File: src/rtl/sa_pkg.sv
// Shared types and default sizing for the systolic array feeder and array core.
// Latency: n/a (definitions only).
// Backpressure: n/a.
package sa_pkg;

    localparam int SA_ROWS   = 8;
    localparam int SA_DATA_W = 8;

    typedef enum logic [1:0] {
        IDLE   = 2'd0,
        STREAM = 2'd1,
        DRAIN  = 2'd2
    } sa_state_e;

endpackage

File: src/rtl/sa_skew_line.sv
// Per-row delay line: DEPTH-stage data+valid shift register with synchronous clear.
// Latency: DEPTH cycles from data_i/vld_i to data_o/vld_o.
// Backpressure: none, it shifts every cycle; bubbles travel as data 0 / valid 0.
module sa_skew_line #(
    parameter int DEPTH  = 1,
    parameter int DATA_W = 8
) (
    input  logic              clk,
    input  logic              rst,
    input  logic [DATA_W-1:0] data_i,
    input  logic              vld_i,
    output logic [DATA_W-1:0] data_o,
    output logic              vld_o
);

    logic [DATA_W-1:0] data_q [DEPTH];
    logic [DEPTH-1:0]  vld_q;

    // Shift one stage per cycle; reset empties every stage.
    always_ff @(posedge clk) begin
        if (rst) begin
            for (int i = 0; i < DEPTH; i++) begin
                data_q[i] <= '0;
            end
            vld_q <= '0;
        end else begin
            data_q[0] <= data_i;
            vld_q[0]  <= vld_i;
            for (int i = 1; i < DEPTH; i++) begin
                data_q[i] <= data_q[i-1];
                vld_q[i]  <= vld_q[i-1];
            end
        end
    end

    assign data_o = data_q[DEPTH-1];
    assign vld_o  = vld_q[DEPTH-1];

endmodule

File: src/rtl/sa_feeder.sv
// Skews operand vectors diagonally into a systolic array, one tile at a time; optional stall stats via SA_FEEDER_STATS_EN.
// Latency: lane r of a vector accepted at cycle t appears at t+1+r; tile_done at t+ROWS after the end-of-tile vector.
// Backpressure: in_ready drops for ROWS cycles while a tile drains; the skew pipeline itself never stalls.
module sa_feeder
    import sa_pkg::*;
#(
    parameter int ROWS   = SA_ROWS,
    parameter int DATA_W = SA_DATA_W,
    parameter int TILE_K = 16
) (
    input  logic                     clk,
    input  logic                     rst,
    input  logic                     in_valid,
    output logic                     in_ready,
    input  logic [ROWS*DATA_W-1:0]   in_data,
    input  logic                     in_last,
    output logic [ROWS*DATA_W-1:0]   out_data,
    output logic [ROWS-1:0]          out_valid,
    output logic                     busy,
    output logic                     tile_done,
    output logic [31:0]              bubble_cnt
);

    localparam int DRN_W = $clog2(ROWS);
    // Last DRAIN cycle, and the cycle before it (where tile_done gets registered).
    localparam logic [DRN_W-1:0] DRAIN_LAST = DRN_W'(ROWS - 1);
    localparam logic [DRN_W-1:0] DRAIN_PRE  = DRN_W'(ROWS - 2);
    localparam logic [15:0]      VEC_LAST   = 16'(TILE_K - 1);

    sa_state_e         state_q;
    logic [15:0]       vec_cnt_q;
    logic [DRN_W-1:0]  drain_cnt_q;
    logic              tile_done_q;

    logic              xfer;
    logic              eot;
    logic [ROWS*DATA_W-1:0] skew_dat;
    logic [ROWS-1:0]        skew_vld;

    assign in_ready = !rst && (state_q != DRAIN);
    assign xfer     = in_valid && in_ready;
    // The tile ends on an explicit last flag or when the vector budget is used up.
    assign eot      = in_last || (vec_cnt_q == VEC_LAST);

    // Tile sequencing: accept vectors until end-of-tile, then block input for ROWS cycles.
    always_ff @(posedge clk) begin
        if (rst) begin
            state_q     <= IDLE;
            vec_cnt_q   <= '0;
            drain_cnt_q <= '0;
            tile_done_q <= 1'b0;
        end else begin
            tile_done_q <= 1'b0;
            case (state_q)
                IDLE, STREAM: begin
                    if (xfer) begin
                        if (eot) begin
                            state_q     <= DRAIN;
                            vec_cnt_q   <= '0;
                            drain_cnt_q <= '0;
                        end else begin
                            state_q   <= STREAM;
                            vec_cnt_q <= vec_cnt_q + 16'd1;
                        end
                    end
                end
                DRAIN: begin
                    drain_cnt_q <= drain_cnt_q + 1'b1;
                    if (drain_cnt_q == DRAIN_PRE) begin
                        tile_done_q <= 1'b1;
                    end
                    if (drain_cnt_q == DRAIN_LAST) begin
                        state_q     <= IDLE;
                        drain_cnt_q <= '0;
                    end
                end
                default: begin
                    state_q <= IDLE;
                end
            endcase
        end
    end

    // One delay line per row; row r is r+1 deep so that the vector forms a diagonal.
    for (genvar r = 0; r < ROWS; r++) begin : g_row
        logic [DATA_W-1:0] lane_dat_d;

        assign lane_dat_d = xfer ? in_data[r*DATA_W +: DATA_W] : '0;

        sa_skew_line #(
            .DEPTH  (r + 1),
            .DATA_W (DATA_W)
        ) u_skew (
            .clk    (clk),
            .rst    (rst),
            .data_i (lane_dat_d),
            .vld_i  (xfer),
            .data_o (skew_dat[r*DATA_W +: DATA_W]),
            .vld_o  (skew_vld[r])
        );
    end

    // Outputs read as idle for the whole cycle that reset is held, not just after it.
    assign out_data  = rst ? '0 : skew_dat;
    assign out_valid = rst ? '0 : skew_vld;
    assign busy      = !rst && (state_q != IDLE);
    assign tile_done = !rst && tile_done_q;

`ifdef SA_FEEDER_STATS_EN
    logic [31:0] bubble_q;

    // Count STREAM cycles where the producer had nothing for us; saturate rather than wrap.
    always_ff @(posedge clk) begin
        if (rst) begin
            bubble_q <= '0;
        end else if ((state_q == STREAM) && !xfer && (bubble_q != 32'hFFFF_FFFF)) begin
            bubble_q <= bubble_q + 32'd1;
        end
    end

    assign bubble_cnt = rst ? '0 : bubble_q;
`else
    assign bubble_cnt = '0;
`endif

endmodule

File: config.mk
export PLATFORM = sky130hd
export DESIGN_NAME = sa_feeder
export DESIGN_NICKNAME = d
export VERILOG_FILES = /design/src/rtl/sa_pkg.sv /design/src/rtl/sa_skew_line.sv /design/src/rtl/sa_feeder.sv
export SDC_FILE = /design/constraint.sdc
export NUM_CORES = 1
export LEC_CHECK = 0
export ABC_CLOCK_PERIOD_IN_PS = 1800
export CORE_ASPECT_RATIO = 1.5
export CORE_MARGIN = 1
export CORE_UTILIZATION = 39
export DETAILED_ROUTE_END_ITERATION = 7
export DONT_BUFFER_PORTS = 1
export PLACE_DENSITY_LB_ADDON = 0.15
export SLEW_MARGIN = 20
export SYNTH_ARGS = -nofsm -noshare
export SYNTH_HDL_FRONTEND = slang
export SYNTH_SLANG_ARGS = --single-unit
File: constraint.sdc
create_clock -name clk -period 1.8 [get_ports clk]
set_input_delay 0.18 -clock clk [delete_from_list [all_inputs] [get_ports clk]]
set_output_delay 0.18 -clock clk [all_outputs]
set_load 0.01 [all_outputs]
==> summary.md, run 1 <==
| Metric | Value |
|---|---|
| Nets | about 1200 |
| ANT nets after route | 0 |
| Row cnt | 70 |
| Static Leak | roughly 0.0059 µW |
| Die area | roughly 26000 µm² |
| Asr flop ratio synth | 0% |
| Hold slack | 0.0479 ns |
| Clock share of power | 46.5% |
| Seq pwr share | about half |
| Core region area | 24500 µm² |
| Clk sinks | between 300 and 400 |
| Routed len/inst | ~11 µm |
| Period utilization | around 96% |
| DRC Markers | 0 |
| Synth cell types | 36 |
| Pins Over Slew Limit | 0 |
| Ports | about 180 |
| HPWL Detailed | approximately 8 mm |
| Input/output buffers | 0 |
| Share of layout cells above drive strength 1 | roughly 6.1% |
| Worst-path maximum fanout | 7 |
| Status | finished clean |
| EDFF count, synth | 0 |
| Reg area | about 6400 µm² |
| Cts bufs inserted | 30 |
| Die height | 196 µm |
| Vias per cell | about 4.2 |
| Clk slew on worst S/H paths | approximately 0.060 ns |
| Chip width | 131 µm |
| GPL Wtd Cong | around 0.74 |
| CP required | 2.26 ns |
| Max-slew headroom | between 60 and 70% |
| Root buf cell | clkbuf_16 |
| Total number of vias | 6078 |
| Core Util, Final | around 55% |
| Clk buf depth | 3 |
| Footprint of the multi-input gates | around 3100 µm² |
| Total negative slack | 0 ns |
| Initial cell density of the core | ~40% |
| Unrepaired setup endpoints after global routing | no |
| Synthesized area | around 9800 µm² |
| Grt ovf | 0 |
| Measured slew at the worst slew-check pin | about 0.54 ns |
| Max VDD drop | about 830 µV |
| Worst Path Arrival | 2.19 ns |
| H-tree lvl count | 1 |
| Final Hold Vio Count | 0 |
| Initial antenna violation count | 1 |
| Sequential cell area fraction in the yosys report | 64.9% |
| Sw Pwr | between 2000 and 3000 µW |
| Net Sw Frac | about a fifth |
| Pint | 11600 µW |
| Min-delay worst type | in2reg |
| Syn avg cell area | ~11 µm² |
| Clk_lat worst skew | 0.54 ns |
| Setup Viol. Count Final | 0 |
| Vias in the first global route | ~6000 |
| F_max | approximately 0.58 GHz |
| Final wirelength | 16.5 mm |
| DRT iter0 DRCs | 177 |
| First-pass DRT Iterations | 4 |
| Power Density | around 1100 nW/µm² |
| Critical Path End Type | register |
| Startpoint Class | register |
| Number of synthesized register bits | around 320 |
| Synthesis-to-layout area growth | 36.3% |
| TritonCTS clock tree | yes |
| Post-synthesis cell count | roughly 880 |
| Most used DFF post-synth | dfxtp_1 |
| Layout Skew | 0.00758 ns |
| Logic gate share of total power | around 3.6% |
| YS warnings | 0 |
| Max-cap violations | 0 |
| Filler cells | between 2000 and 2500 |
| First-pass GRT wire length | 27.3 mm |
| Min Tclk post-route | 1.72 ns |
| Largest net degree at the start of global routing | 235 |
| GRT Total Usage | roughly an eighth |
| Critical path class | reg2reg |
## power groups by stage
stage          Clock (µW)  Sequential (µW)  Combinational [µW]
4_1_cts              6950             7210                 510
2_1_floorplan           0             7360                 378
3_5_place_dp            0             7370                 264
3_3_place_gp            0             7370                 261
5_1_grt              7240             7220                 579
6_report             6730             7210                 528
## registers in the layout, indices dropped and copies added, names as in the netlist
name / count
g_row.u_skew.vld_q: 8
tile_done_q: 1
vec_cnt_q: 16
state_q: 2
g_row.u_skew.data_q: 288
drain_cnt_q: 3
## layout by cell type, fill, tap and decap left out, types with 3 or more instances in the layout
cell type,instances
nor3_1,7
a31oi_1,3
nor2_1,14
a21oi_1,6
dfxtp_1,317
xnor2_1,7
nand2_1,7
dlygate4sd3_1,222
ha_1,3
nand4_1,4
nand4b_1,3
conb_1,32
o21ai_0,6
clkbuf_1,4
clkbuf_16,32
buf_4,8
inv_1,3
nor4_1,8
nor3b_1,3
nand3b_1,4
nand3_1,4
bufinv_16,5
and3_1,68
nor2b_1,308
clkbuf_8,7
clkinv_2,6
## cell type report
cell class	count	area share, %
flip-flops and latches	318	47.6
clock buffers	42	6.64
clock inverters	14	1.54
well taps	324	3.03
multi-input cells	505	23.3
diodes	1	0.0187
inverters	3	0.0842
repair buffers	234	17.8
## cells by family after synthesis
family / share of synthesized area (%)
other cells: 0.0382
buf+inv: 4.72
compound gates: 1.19
simple gates: 27.7
mux: 0.204
flops: 64.9
fa+ha+maj: 0.510
xor+xnor: 0.714
## layer usage
metal	part of all wire [%]	global-route usage, %	routed length, µm
met4	2.6	5.17	434
met5	0	0	0
met1	43	14.1	7040
met2	49	22.4	8020
met3	6.2	3.44	1020
## final timing paths
check / start / cells after the start / slack, ns / end
setup / recovery: vec_cnt_q[0] / 5 / 0.08 / vec_cnt_q[14]
hold reg to reg: g_row[5].u_skew.data_q[0][0] / 1 / 0.43 / g_row[5].u_skew.data_q[0][8]
setup reg to reg: vec_cnt_q[0] / 5 / 0.08 / vec_cnt_q[14]
hold / removal: in_valid / 3 / 0.05 / vec_cnt_q[4]
## cells in the mapped netlist (all sizes together) (3+ instances only)
cell / number / area [µm²]
nor4: 8 / 50.1
buf: 34 / 256
nand4: 4 / 25.0
nand3: 4 / 20.0
nor2b: 308 / 1930
nor3b: 3 / 22.5
nor2: 15 / 56.3
xnor2: 7 / 61.3
o21ai: 6 / 30.0
a21oi: 6 / 30.0
dfxtp: 318 / 6370
clkbuf: 52 / 195
a31oi: 3 / 18.8
inv: 3 / 11.3
and3: 68 / 425
nand4b: 3 / 26.3
nand3b: 4 / 30.0
nand2: 7 / 26.3
ha: 4 / 50.1
nor3: 7 / 35.0
## through the flow
step,std cells,total power [µW],cell area (µm²),setup slack [ns]
floorplan,912,7740,9930,0.00359
global placement,1157,7630,9950,0.0600
detailed placement,1157,7630,9950,0.00449
CTS,1438,14700,13300,0.0444
global route,1441,15000,13400,0.000539
finish,1441,14500,13400,0.0799
## timing repair
item,CTS,global route
resized for setup,1,1
endpoints found under the hold margin,309,0
endpoints found under the setup margin,2,2
gates cloned,0,1
setup buffers,1,1
pin swaps,1,1
hold buffers,224,0
## worst max-delay path, cell delays in order, from the launching register on
cell     delay (ns)
dfxtp_1        0.42
ha_4           0.20
nand2_1        0.06
or4_4          0.52
or3_1          0.32
a21oi_1        0.14
Note: power is estimated with default switching activity, not from simulation.
==> run 2: changes to the inputs <==
SYNTH_HIERARCHICAL = 1   (was default)
==> summary.md, run 2 <==
| Metric | Value |
|---|---|
| YS warnings | 6 (was 0) |
| Critical Path End Type | register (unchanged) |
| Synth area leaders | dfxtp_1 (61%), nor2b_1 (21%), buf_4 (4.8%) (was dfxtp_1 (65%), nor2b_1 (20%), and3_1 (4.3%)) |
| Power Density | 956 nW/µm² (was 1080 nW/µm²) |
| Post-Synth Adder-Cell Area | 0.438% (was 0.510%) |
| # diodes | 0 (was 1) |
| Synth cell types | 42 (was 36) |
| DRT iter0 DRCs | 279 (was 177) |
| Asr flop ratio synth | 0% (unchanged) |
| Nets | 1399 (was 1164) |
| Worst Slack Setup Final | -0.328 ns (was 0.0799 ns) |
| GRT Total Usage | 12.3% (was 12.6%) |
| Chip width | 142 µm (was 131 µm) |
| Synthesis-to-layout area growth | 36.9% (was 36.3%) |
| Share of layout cells above drive strength 1 | 6.97% (was 6.09%) |
| Static Leak | 0.00687 µW (was 0.00589 µW) |
| Measured slew at the worst slew-check pin | 0.930 ns (was 0.544 ns) |
| Commonest non-fill, non-tap cell in the layout | nor2b_1 (was dfxtp_1) |
| Min-delay worst type | in2reg (unchanged) |
| Input/output buffers | 0 (unchanged) |
| Grt ovf | 0 (unchanged) |
| ANT nets after route | 0 (unchanged) |
| Regs by FF count | g_row.u_skew/data_q (288), g_row.u_skew/vld_q (35), vec_cnt_q (16) (was g_row.u_skew.data_q (288), vec_cnt_q (16), g_row.u_skew.vld_q (8)) |
| Vias in the first global route | 6313 (was 5876) |
| Post-CTS setup buffers | 0 (was 1) |
| CP required | 2.23 ns (was 2.26 ns) |
| Cts bufs inserted | 34 (was 30) |
| HPWL Detailed | 8.85 mm (was 7.77 mm) |
| Final wirelength | 19.4 mm (was 16.5 mm) |
| Initial antenna violation count | 0 (was 1) |
| Synth Area in XOR/XNOR | 0.306% (was 0.714%) |
| EDFF count, synth | 0 (unchanged) |
| Placed cell count | 1358 (was 1157) |
| Clk slew on worst S/H paths | 0.06 ns (about the same) |
| Violated checks | negative setup slack |
| Final Cell Area | 15700 µm² (was 13400 µm²) |
| Post-DP Area | 11300 µm² (was 9950 µm²) |
| Leading cell types in the layout, fill and taps excluded | nor2b_1 (378), dfxtp_1 (344), dlygate4sd3_1 (322), and2_1 (65), clkbuf_16 (34) (was dfxtp_1 (317), nor2b_1 (308), dlygate4sd3_1 (222), and3_1 (68)) |
| Post-synth top area cell | dfxtp_1 (unchanged) |
| Status | finished, violations left (was finished clean) |
| Max-slew headroom | 38.0% (was 63.7%) |
| Hold slack | 0.0579 ns (was 0.0479 ns) |
| Top-count cell post-synth | nor2b_1 (was dfxtp_1) |
| GPL Wtd Cong | 0.726 (was 0.741) |
| Worst-path maximum fanout | 341 (was 7) |
| Post-synthesis cell count | 1046 (was 881) |
| Worst Path Arrival | 2.56 ns (was 2.19 ns) |
| Setup Viol. Count Final | 6 (was 0) |
| Unrepaired setup endpoints after global routing | yes (was no) |
| Syn avg cell area | 10.9 µm² (was 11.1 µm²) |
| Die area | 30000 µm² (was 25800 µm²) |
| Sequential cell area fraction in the yosys report | 60.6% (was 64.9%) |
| TritonCTS clock tree | yes (unchanged) |
| Vias per cell | 4.18 (was 4.22) |
| Synthesized area | 11400 µm² (was 9810 µm²) |
| Area fraction of the dominant cell type after synthesis | 60.6% (was 64.9%) |
| Clk_lat worst skew | 0.51 ns (was 0.54 ns) |
| Ports | 175 (unchanged) |
| Total number of vias | 7273 (was 6078) |
| Finished Layout Cells | 1739 (was 1441) |
| H-tree lvl count | 2 (was 1) |
| Largest family of logic cells by synthesized area | simple AND/OR/NAND/NOR gates (unchanged) |
| Initial cell density of the core | 39.7% (was 40.0%) |
| Layout Skew | 0.00693 ns (was 0.00758 ns) |
| Clk sinks | 346 (was 318) |
| Core region area | 28800 µm² (was 24500 µm²) |
| Startpoint Class | primary input (was register) |
| Min Tclk post-route | 2.13 ns (was 1.72 ns) |
| DRC Markers | 0 (unchanged) |
| Max VDD drop | 561 µV (was 826 µV) |
| Period utilization | 118% (was 95.6%) |
| Pins Over Slew Limit | 0 (unchanged) |
| Number of synthesized register bits | 346 (was 318) |
| Largest net degree at the start of global routing | 427 (was 235) |
| Row cnt | 76 (was 70) |
| Critical path class | in2reg (was reg2reg) |
| Die height | 212 µm (was 196 µm) |
| Compound-Gate Fraction of Synth Area | 1.83% (was 1.19%) |
| Simple-Gate Fraction of Synth Area | 29.2% (was 27.7%) |
| Final Hold Vio Count | 0 (unchanged) |
| First-pass GRT wire length | 29.8 mm (was 27.3 mm) |
| Multiplexer share of the synthesized area | 0% (was 0.204%) |
| Clk buf depth | 3 (unchanged) |
| Root buf cell | clkbuf_16 (unchanged) |
| F_max | 0.470 GHz (was 0.581 GHz) |
| Max-cap violations | 0 (unchanged) |
| First-pass DRT Iterations | 4 (unchanged) |
| Top cells by count, synth | nor2b_1 (378), dfxtp_1 (346), buf_4 (73) (was dfxtp_1 (318), nor2b_1 (308), and3_1 (68)) |
| Max reg flops | 288 (unchanged) |
| Routed len/inst | 11.2 µm (was 11.5 µm) |
| Top reg by flops | g_row.u_skew/data_q (was g_row.u_skew.data_q) |
| Most used DFF post-synth | dfxtp_1 (unchanged) |
==> run 2: worst paths after layout <==
check,slack (ns),end,depth (start not counted),start
setup / recovery,-0.33,vec_cnt_q[14],4,rst
hold / removal,0.06,vec_cnt_q[5],3,in_last
setup reg to reg,-0.25,vec_cnt_q[14],4,state_q[1]
hold reg to reg,0.49,vec_cnt_q[0],2,vec_cnt_q[0]
==> run 2: area by class of cell <==
type	count	area, µm²
multi-input combinational	602	3780
inverter	4	15.0
sequential	346	6930
clock inverter	8	83.8
clock buffer	50	971
tap	390	488
fill	2555	13200
timing repair buffer	339	3380
==> run 2: worst max-delay path, stage by stage <==
cell and delay (ns):
or3b_4 0.68, or4_4 0.57, or4_4 0.51, a211oi_2 0.19
==> run 2: timing repair <==
action | CTS | global route
hold buffers | 264 | 59
resized for setup | 3 | 4
endpoints found under the hold margin | 346 | 85
setup endpoints to repair | 5 | 9
pin swaps | 1 | 0
==> run 2: layer usage <==
metal	vias up	track usage (%)	part of all wire (%)
met2	156	21.8	52
met1	3371	13.2	39
met4	0	6.97	3.9
met3	49	3.17	5.0
met5	-	0	0
li1	3697	-	-
==> run 2: cells by family after synthesis <==
family                   Yosys count
AND/OR/NAND/NOR                  532
buffers and inverters            129
other                              1
XOR/XNOR                           4
AO/OA/AOI/OAI                     30
flip-flops                       346
adder cells (fa/ha/maj)            4
==> run 2: per-stage QoR <==
stage	utilization, %	total power [µW]	setup WS [ns]	TNS, ns
2_1_floorplan	-	8340	-0.400	-1.62
5_1_grt	54.3	15600	-0.318	-1.26
3_3_place_gp	39.3	8190	-0.325	-1.31
4_1_cts	52.2	15100	-0.252	-0.990
6_report	54.3	15000	-0.328	-1.34
3_5_place_dp	39.3	8200	-0.398	-1.58
==> run 2: power by group <==
group,internal (µW),switching [µW]
combinational,282,187
sequential,7760,20.5
clock,3900,2820
total,11900,3030
==> run 3: changes to the inputs <==
ABC_CLOCK_PERIOD_IN_PS = 2620   (was 1800)
clock period = 2.62 ns   (was 1.8 ns; I/O delays follow)
==> summary.md, run 3 (synthesized netlist as in run 2, its figures left out) <==
| Metric | Value |
|---|---|
| Cts bufs inserted | 35 (was 34) |
| Pins Over Slew Limit | 0 (unchanged) |
| Hold Buf Count CTS | 228 (was 264) |
| Post-CTS setup buffers | 0 (unchanged) |
| Dpl ws | 0.334 ns (was -0.398 ns) |
| Startpoint Class | register (was primary input) |
| Static Leak | 0.00634 µW (was 0.00687 µW) |
| Max-slew headroom | 56.2% (was 38.0%) |
| Logic gate share of total power | 2.7% (was 3.1%) |
| GRT Total Usage | 12.7% (was 12.3%) |
| Worst Path Arrival | 2.84 ns (was 2.56 ns) |
| Largest net degree at the start of global routing | 286 (was 427) |
| TritonCTS clock tree | yes (unchanged) |
| Finished Layout Cells | 1636 (was 1739) |
| Routed len/inst | 11.3 µm (was 11.2 µm) |
| Share of layout cells above drive strength 1 | 6.50% (was 6.97%) |
| Met3 usage | 3.69% (was 3.17%) |
| First-pass DRT Iterations | 4 (unchanged) |
| Die area | 30000 µm² (unchanged) |
| Clk_lat worst skew | 0.51 ns (about the same) |
| Sw Pwr | 2130 µW (was 3030 µW) |
| First-pass GRT wire length | 30.5 mm (was 29.8 mm) |
| Max reg flops | 288 (unchanged) |
| Vias in the first global route | 6464 (was 6313) |
| Root buf cell | clkbuf_16 (unchanged) |
| Grt met2 use | 23.1% (was 21.8%) |
| Clk sinks | 346 (unchanged) |
| Placed cell count | 1347 (was 1358) |
| Row cnt | 76 (unchanged) |
| DRC Markers | 0 (unchanged) |
| CP required | 3.00 ns (was 2.23 ns) |
| ANT nets after route | 0 (unchanged) |
| Top reg by flops | g_row.u_skew/data_q (unchanged) |
| DRT iter0 DRCs | 273 (was 279) |
| Clock share of power | 47.8% (was 44.9%) |
| Chip width | 142 µm (unchanged) |
| Leading cell types in the layout, fill and taps excluded | nor2b_1 (378), dfxtp_1 (346), dlygate4sd3_1 (227), and2_1 (65), clkbuf_16 (35) (was nor2b_1 (378), dfxtp_1 (344), dlygate4sd3_1 (322), and2_1 (65), clkbuf_16 (34)) |
| Input/output buffers | 0 (unchanged) |
| Power Density | 733 nW/µm² (was 956 nW/µm²) |
| Critical Path End Type | register (unchanged) |
| Initial antenna violation count | 0 (unchanged) |
| Filler cells | 2647 (was 2555) |
| Layout Skew | 0.0154 ns (was 0.00693 ns) |
| Unrepaired setup endpoints after global routing | no (was yes) |
| Post-DP Area | 11200 µm² (was 11300 µm²) |
| Final Hold Vio Count | 0 (unchanged) |
| Max-cap violations | 0 (unchanged) |
| Final wirelength | 18.5 mm (was 19.4 mm) |
| Clk buf depth | 3 (unchanged) |
| Seq pwr share | 49.5% (was 52.0%) |
| Core region area | 28800 µm² (unchanged) |
| Setup Viol. Count Final | 0 (was 6) |
| GPL Wtd Cong | 0.680 (was 0.726) |
| Pint | 8660 µW (was 11900 µW) |
| Die height | 212 µm (unchanged) |
| HPWL Detailed | 8.70 mm (was 8.85 mm) |
| Period utilization | 93.7% |
| Worst Slack Setup Final | 0.164 ns (was -0.328 ns) |
| Min Tclk post-route | approximately 2.5 ns |
| H-tree lvl count | 2 (unchanged) |
| Nets | 1294 (was 1399) |
| Regs by FF count | g_row.u_skew/data_q (288), g_row.u_skew/vld_q (35), vec_cnt_q (16) (unchanged) |
| Critical path class | reg2reg (was in2reg) |
| Max VDD drop | 515 µV (was 561 µV) |
| Status | finished clean (was finished, violations left) |
| Total negative slack | 0 ns (was -1.34 ns) |
| # resized after CTS | 0 (was 3) |
| Top Usage Layer GRT | met2 (unchanged) |
| Min-delay worst type | in2reg (unchanged) |
| Synthesis-to-layout area growth | 28.7% (was 36.9%) |
| Vias per cell | 4.21 (was 4.18) |
| Measured slew at the worst slew-check pin | 0.655 ns (was 0.930 ns) |
| M1 GR Usage | 13.1% (was 13.2%) |
| Final Cell Area | 14700 µm² (was 15700 µm²) |
| Ports | 175 (unchanged) |
| Grt ovf | 0 (unchanged) |
| Initial cell density of the core | 39.7% (unchanged) |
| Clk slew on worst S/H paths | 0.06 ns (about the same) |
| F_max | between 0.4 and 0.5 GHz |
| Worst-path maximum fanout | 12 (was 341) |
| Total number of vias | 6885 (was 7273) |
| # diodes | 0 (unchanged) |
| Commonest non-fill, non-tap cell in the layout | nor2b_1 (unchanged) |
| Net Sw Frac | 19.8% (was 20.3%) |
-- run 3: changes by cell type in the layout (fill, tap and decap cells not counted), sizes merged --
cell	change
clkinv	+5
dlygate4sd3	-95
buf	-11
clkbuf	-6
inv	-1
bufinv	+5
-- run 3: power by group through the flow --
stage | clock [µW] | sequential (µW) | combinational (µW)
floorplan | 0 | 5460 | 273
global placement | 0 | 5460 | 164
detailed placement | 0 | 5460 | 165
CTS | 5350 | 5340 | 301
global route | 5550 | 5350 | 332
finish | 5160 | 5340 | 296
-- run 3: area by class of cell --
class	count	area (µm²)	area share (%)
multi-input cells	602	3750	25.5
inverters	4	15.0	0.102
repair buffers	233	2340	15.9
clock inverters	17	250	1.70
clock buffers	44	950	6.45
well taps	390	488	3.31
flip-flops and latches	346	6930	47.1
-- run 3: critical path, cell delays in order, from the launching register on --
cell           delay, ns
dfxtp_1             0.40
ha_1                0.27
and4b_1             0.24
nand4_1             0.32
a21oi_1             0.25
buf_4               0.23
nor3_1              0.07
dlygate4sd3_1       0.56
-- run 3: per-stage QoR --
stage               hold WS, ns  total power [µW]  util (%)
finish                    0.116             10800      51.1
global placement          0.357              5620      38.9
CTS                     0.00396             11000      51.1
detailed placement        0.354              5630      38.9
floorplan                 0.334              5730         -
global route              0.100             11200      51.1
-- run 3: path summary, 6_finish.rpt --
path | startpoint | end | slack, ns | cells after the start
min | in_last | vec_cnt_q[5] | 0.12 | 3
max reg2reg | vec_cnt_q[0] | vec_cnt_q[8] | 0.16 | 7
min reg2reg | g_row[6].u_skew/data_q[2][12] | g_row[6].u_skew/data_q[3][4] | 0.43 | 1
max | vec_cnt_q[0] | vec_cnt_q[8] | 0.16 | 7
-- run 3: per-layer routing --
metal	vias up	wire, µm
met5	-	0
met4	0	727
met3	45	1060
met2	146	9200
met1	3210	7500
li1	3484	-
